[src/rtl/cpu_step_controller.sv]
// cpu_step_controller: generates the single-cycle MIPS datapath clock from
// realclock. Supports free-run at a divided rate, debounced single-step,
// external halt and a PC breakpoint, and counts retired cpu_clk cycles.
//
// state | meaning
// ------+-----------------------------------------------------------------
// IDLE  | cpu_clk held low; waiting for run_mode or a step press
// RUN   | free-running cpu_clk, DIV_COUNT cycles per half-period
// STEP  | one cpu_clk high pulse of DIV_COUNT cycles, then back to IDLE
// HALT  | stopped by halt_req or breakpoint; a step press steps past it
module cpu_step_controller #(
   parameter int DIV_COUNT       = 50000000,
   parameter int DEBOUNCE_CYCLES = 500000
) (
   input  logic        realclock,
   input  logic        reset,
   input  logic        run_mode,
   input  logic        step_btn,
   input  logic        halt_req,
   input  logic        bp_enable,
   input  logic [31:0] bp_addr,
   input  logic [31:0] pc,
   output logic        cpu_clk,
   output logic        cpu_tick,
   output logic [1:0]  state,
   output logic        halted,
   output logic [31:0] cycle_count
);

   localparam int DIV_W = (DIV_COUNT > 2) ? $clog2(DIV_COUNT) : 1;
   localparam int DEB_W = (DEBOUNCE_CYCLES > 2) ? $clog2(DEBOUNCE_CYCLES) : 1;
   localparam logic [DIV_W-1:0] DIV_LAST = DIV_W'(DIV_COUNT - 1);
   localparam logic [DEB_W-1:0] DEB_LAST = DEB_W'(DEBOUNCE_CYCLES - 1);

   typedef enum logic [1:0] {
      IDLE = 2'b00,
      RUN  = 2'b01,
      STEP = 2'b10,
      HALT = 2'b11
   } state_t;

   state_t            state_q, state_d;
   logic              cpu_clk_q, cpu_clk_d;
   logic              cpu_tick_q, cpu_tick_d;
   logic              halted_q, halted_d;
   logic [31:0]       cycle_count_q, cycle_count_d;
   logic [DIV_W-1:0]  div_cnt_q, div_cnt_d;

   logic              sync1_q, sync1_d;
   logic              sync2_q, sync2_d;
   logic              deb_level_q, deb_level_d;
   logic [DEB_W-1:0]  deb_cnt_q, deb_cnt_d;
   logic              step_pulse_q, step_pulse_d;

   logic              div_term;
   logic              bp_hit;
   logic              rise;

   // Synchronize the pushbutton and accept a level change only after it has
   // been stable for DEBOUNCE_CYCLES samples; emit a pulse on each press.
   always_comb begin
      sync1_d      = step_btn;
      sync2_d      = sync1_q;
      deb_level_d  = deb_level_q;
      deb_cnt_d    = deb_cnt_q;
      step_pulse_d = 1'b0;
      if (sync2_q == deb_level_q) begin
         deb_cnt_d = '0;
      end else if (deb_cnt_q == DEB_LAST) begin
         deb_cnt_d    = '0;
         deb_level_d  = ~deb_level_q;
         step_pulse_d = ~deb_level_q;
      end else begin
         deb_cnt_d = deb_cnt_q + 1'b1;
      end
   end

   // Next-state, divider and clock-edge decisions for the sequencer.
   always_comb begin
      state_d   = state_q;
      cpu_clk_d = cpu_clk_q;
      div_cnt_d = div_cnt_q;
      rise      = 1'b0;
      div_term  = (div_cnt_q == DIV_LAST);
      bp_hit    = bp_enable && (pc == bp_addr);

      case (state_q)
         IDLE: begin
            cpu_clk_d = 1'b0;
            if (run_mode && !halt_req) begin
               state_d   = RUN;
               div_cnt_d = '0;
            end else if (step_pulse_q) begin
               state_d   = STEP;
               div_cnt_d = '0;
               rise      = 1'b1;
            end
         end
         RUN: begin
            if (!div_term) begin
               div_cnt_d = div_cnt_q + 1'b1;
            end else begin
               div_cnt_d = '0;
               // Controls are only sampled at the end of a low phase so a
               // high phase always runs to completion.
               if (cpu_clk_q) begin
                  cpu_clk_d = 1'b0;
               end else if (halt_req) begin
                  state_d = HALT;
               end else if (bp_hit) begin
                  state_d = HALT;
               end else if (!run_mode) begin
                  state_d = IDLE;
               end else begin
                  rise = 1'b1;
               end
            end
         end
         STEP: begin
            if (div_term) begin
               div_cnt_d = '0;
               cpu_clk_d = 1'b0;
               state_d   = IDLE;
            end else begin
               div_cnt_d = div_cnt_q + 1'b1;
            end
         end
         HALT: begin
            cpu_clk_d = 1'b0;
            if (step_pulse_q) begin
               state_d   = STEP;
               div_cnt_d = '0;
               rise      = 1'b1;
            end else if (!run_mode) begin
               state_d = IDLE;
            end
         end
         default: begin
            state_d   = IDLE;
            cpu_clk_d = 1'b0;
         end
      endcase

      if (rise) begin
         cpu_clk_d = 1'b1;
      end
      cpu_tick_d    = rise;
      cycle_count_d = cycle_count_q + 32'(rise);
      halted_d      = (state_d == HALT);
   end

   // Sequencer registers; reset also forces cpu_clk low mid high-phase.
   always_ff @(posedge realclock) begin
      if (reset) begin
         state_q       <= IDLE;
         cpu_clk_q     <= 1'b0;
         cpu_tick_q    <= 1'b0;
         halted_q      <= 1'b0;
         cycle_count_q <= '0;
         div_cnt_q     <= '0;
      end else begin
         state_q       <= state_d;
         cpu_clk_q     <= cpu_clk_d;
         cpu_tick_q    <= cpu_tick_d;
         halted_q      <= halted_d;
         cycle_count_q <= cycle_count_d;
         div_cnt_q     <= div_cnt_d;
      end
   end

   // Pushbutton synchronizer and debounce registers.
   always_ff @(posedge realclock) begin
      if (reset) begin
         sync1_q      <= 1'b0;
         sync2_q      <= 1'b0;
         deb_level_q  <= 1'b0;
         deb_cnt_q    <= '0;
         step_pulse_q <= 1'b0;
      end else begin
         sync1_q      <= sync1_d;
         sync2_q      <= sync2_d;
         deb_level_q  <= deb_level_d;
         deb_cnt_q    <= deb_cnt_d;
         step_pulse_q <= step_pulse_d;
      end
   end

   assign cpu_clk     = cpu_clk_q;
   assign cpu_tick    = cpu_tick_q;
   assign state       = state_q;
   assign halted      = halted_q;
   assign cycle_count = cycle_count_q;

endmodule

[config.mk]
export PLATFORM = sky130hd
export DESIGN_NAME = cpu_step_controller
export DESIGN_NICKNAME = d
export VERILOG_FILES = /design/src/rtl/cpu_step_controller.sv
export SDC_FILE = /design/constraint.sdc
export NUM_CORES = 1
export LEC_CHECK = 0
export BUFFER_PORTS_ARGS = -buffer_cell sky130_fd_sc_hd__buf_4
export CORE_ASPECT_RATIO = 0.7
export CORE_MARGIN = 1.5
export CORE_UTILIZATION = 33
export CTS_BUF_LIST = sky130_fd_sc_hd__clkbuf_2
export CTS_CLUSTER_DIAMETER = 150
export DETAILED_ROUTE_END_ITERATION = 7
export PLACE_DENSITY = 0.52
export SKIP_CTS_REPAIR_TIMING = 1
export SLEW_MARGIN = 20
export SYNTH_ARGS = -nofsm -noshare
export SYNTH_HDL_FRONTEND = slang
export SYNTH_SLANG_ARGS = --single-unit
[constraint.sdc]
create_clock -name realclock -period 5.2 [get_ports realclock]
set_input_delay 1.04 -clock realclock [delete_from_list [all_inputs] [get_ports realclock]]
set_output_delay 1.04 -clock realclock [all_outputs]
set_load 0.02 [all_outputs]
==> run summary <==
Metal1 wirelength - 5.53 mm
Synth Flop Type - dfxtp_1
Ports - 107
Pre-antenna DRT Iters - 4
Placement Setup Slack - 1.40 ns
Kind of critical path - reg2reg
Die height - 101 µm
Fin nets - 717
Register Area - 0.00172 mm²
IO buf count - 106
Post-DP HPWL - 7.89 mm
Max layer used - met4
Syn Nets - 619
CTS Buf Count - 9
Max cap viols - 0
Ranking of synthesized cells by area - dfxtp_1 (38%), xnor2_1 (7.6%), nor2_1 (6.7%)
Maximum vdd ir drop - 0.0698 mV
Vias per inst - 5.04
Clk root buf - clkbuf_2
Worst EP required - 5.67 ns
Hold slack - 0.466 ns
Most frequent cells in the layout - buf_4 (107), dfxtp_1 (86), nor2_1 (80)
Clock Sinks - 86
Asr flop ratio synth - 0%
Final total power - 1130 µW
Arrival @ worst endpoint - 4.16 ns
DRT antenna net count - 0
Filler Cells Inserted - 1337
Initial Util - 33.9%
Synth Register Bits - 86
Max Slew Vio Count - 0
CTS tree - yes
Area of the multi-input gates - 0.00264 mm²
Clock slew at reported path FFs - 0.23 ns
Final WS setup - 1.51 ns
Final Core Density - 41.8%
Area growth, synth to finish - 23.1%
Core Region - 0.0132 mm²
Startpoint types - flip-flop
EDFF count, synth - 0
DRT Wirelength - 10.9 mm
Min Tclk post-route - 3.69 ns
Worst-case hold path end point - sync2_q
HP Class - reg2reg
Static Leakage - 0.00192 µW
Commonest non-fill, non-tap cell in the layout - buf_4
Met2 WL - 4.70 mm
Routability cong. - 0.837
FF-to-FF End - cycle_count[20]
Final Cycle Share - 71.0%
HP Start - sync1_q
Yosys top cell area share - 38.4%
Endpoints failing setup - 0
RSZ-0062 raised after global routing - no
Die width - 142 µm
Setup TNS - 0 ns
Synth unique cells - 52
Total number of vias - 4174
Skew final - 0.0358 ns
GRT overflow - 0
Number of global-route vias before repair - 3667
Initial antenna violation count - 0
Slew HR - 39.4%
CP Max Fanout - 8
Syn Area/Cell - 8.31 µm²
Largest net degree at the start of global routing - 68
Max Buffers Root-to-Sink - 2
First-pass GRT wire length - 17.9 mm
Status - finished clean
Area of the die - 0.0143 mm²
Warnings, synthesis - 0
FF-to-FF path depth - 14
H-tree depth - 3
DRC - 0
Post-synthesis sequential area ratio - 38.4%
Total track usage - 15.6%
RR Startpoint - div_cnt_q[0]
# diodes - 0
Netlist area before placement - 0.00449 mm²
P per Cell Area - 204 mW/mm²
Hold Vio Cnt, Final - 0
R2r setup slk - 1.51 ns
Metal3 WL - 636 µm
Post-Syn Instances - 540
Worst Hold Path Cells - 1
Worst slew pin tran - 0.909 ns
Area leader, netlist - dfxtp_1
Worst skew pair latency - 0.54 ns
Rows - 35
Routed WL per cell - 13.2 µm
Initial DRC Count - 321
Fmax - 271 MHz
Share of layout cells above drive strength 1 - 20.7%
Crit end category - flip-flop
==> where the power goes <==
part	switching, µW	leakage, µW	internal (µW)
registers	4.66	0.000693	664
logic	87.6	0.00118	77.2
clock network	235	0.0000508	58.9
total	327	0.00192	800
==> critical path, stage by stage, from the launching register on <==
cell	delay (ns)
dfxtp_1	0.45
ha_1	0.23
nand3_1	0.15
nand4bb_1	0.30
or2_1	0.38
nor2_1	0.13
a31oi_1	0.12
inv_1	0.08
ha_1	0.16
ha_1	0.20
nand2_1	0.12
nor4_2	0.49
nand3_1	0.29
or3_1	0.41
a21oi_1	0.13
==> cell usage after synthesis, drive strengths merged, types with 6 or more instances <==
cell type and instances:
nor2 80, xor2 33, nor2b 7, a311oi 10, clkbuf 15, nand2 34
o21ai 23, nor3 14, nand3 38, ha 9, dfxtp 86, and4 6
nand4 23, or3 10, inv 11, xnor2 39, nor4 10, a21oi 30
and3 7
==> cell families after synthesis <==
| kind of cell | count (synthesis) | share of synthesized area (%) |
|---|---|---|
| flops | 86 | 38.4 |
| buf+inv | 31 | 2.79 |
| fa+ha+maj | 9 | 2.51 |
| mux | 1 | 0.223 |
| simple gates | 246 | 28.5 |
| compound gates | 95 | 13.6 |
| xor+xnor | 72 | 14.1 |
==> state kept, by name (all words and copies together) (netlist names) <==
register	cells
step_pulse_q	1
sync1_q	1
deb_cnt_q	19
cpu_clk	1
halted	1
cpu_tick	1
deb_level_q	1
div_cnt_q	26
state	2
sync2_q	1
cycle_count	32
==> metrics by stage <==
| step | std cells | cell area (µm²) |
|---|---|---|
| 2_1_floorplan | 540 | 4490 |
| 3_3_place_gp | 812 | 5440 |
| 3_5_place_dp | 812 | 5440 |
| 4_1_cts | 828 | 5520 |
| 5_1_grt | 828 | 5520 |
| 6_report | 828 | 5520 |
==> area by class of cell <==
type	instances	area share, %
Multi-Input combinational cell	423	47.8
Sequential cell	86	31.2
Clock buffer	9	0.816
Timing Repair Buffer	107	14.5
Clock inverter	7	0.725
Tap cell	185	4.19
Inverter	11	0.748
==> layer usage <==
metal | global-route usage [%] | up-vias
met3 | 3.90 | 7
met4 | 4.28 | 0
li1 | - | 2123
met2 | 22.5 | 137
met5 | 0 | -
met1 | 22.9 | 1907
==> worst max-delay path by stage <==
| stage | slack [ns] | to | startpoint | depth (start not counted) |
|---|---|---|---|---|
| 6_report | 1.51 | cycle_count[20] | div_cnt_q[0] | 14 |
| 5_1_grt | 1.12 | cycle_count[20] | div_cnt_q[0] | 14 |
| 4_1_cts | 1.47 | cycle_count[20] | div_cnt_q[0] | 14 |
| 3_5_place_dp | 1.40 | cycle_count[22] | bp_addr[4] | 15 |
| 3_3_place_gp | 1.45 | cycle_count[28] | bp_addr[4] | 15 |
| 2_1_floorplan | 2.03 | cycle_count[20] | halt_req | 11 |
(Power assumes the default switching activity.)
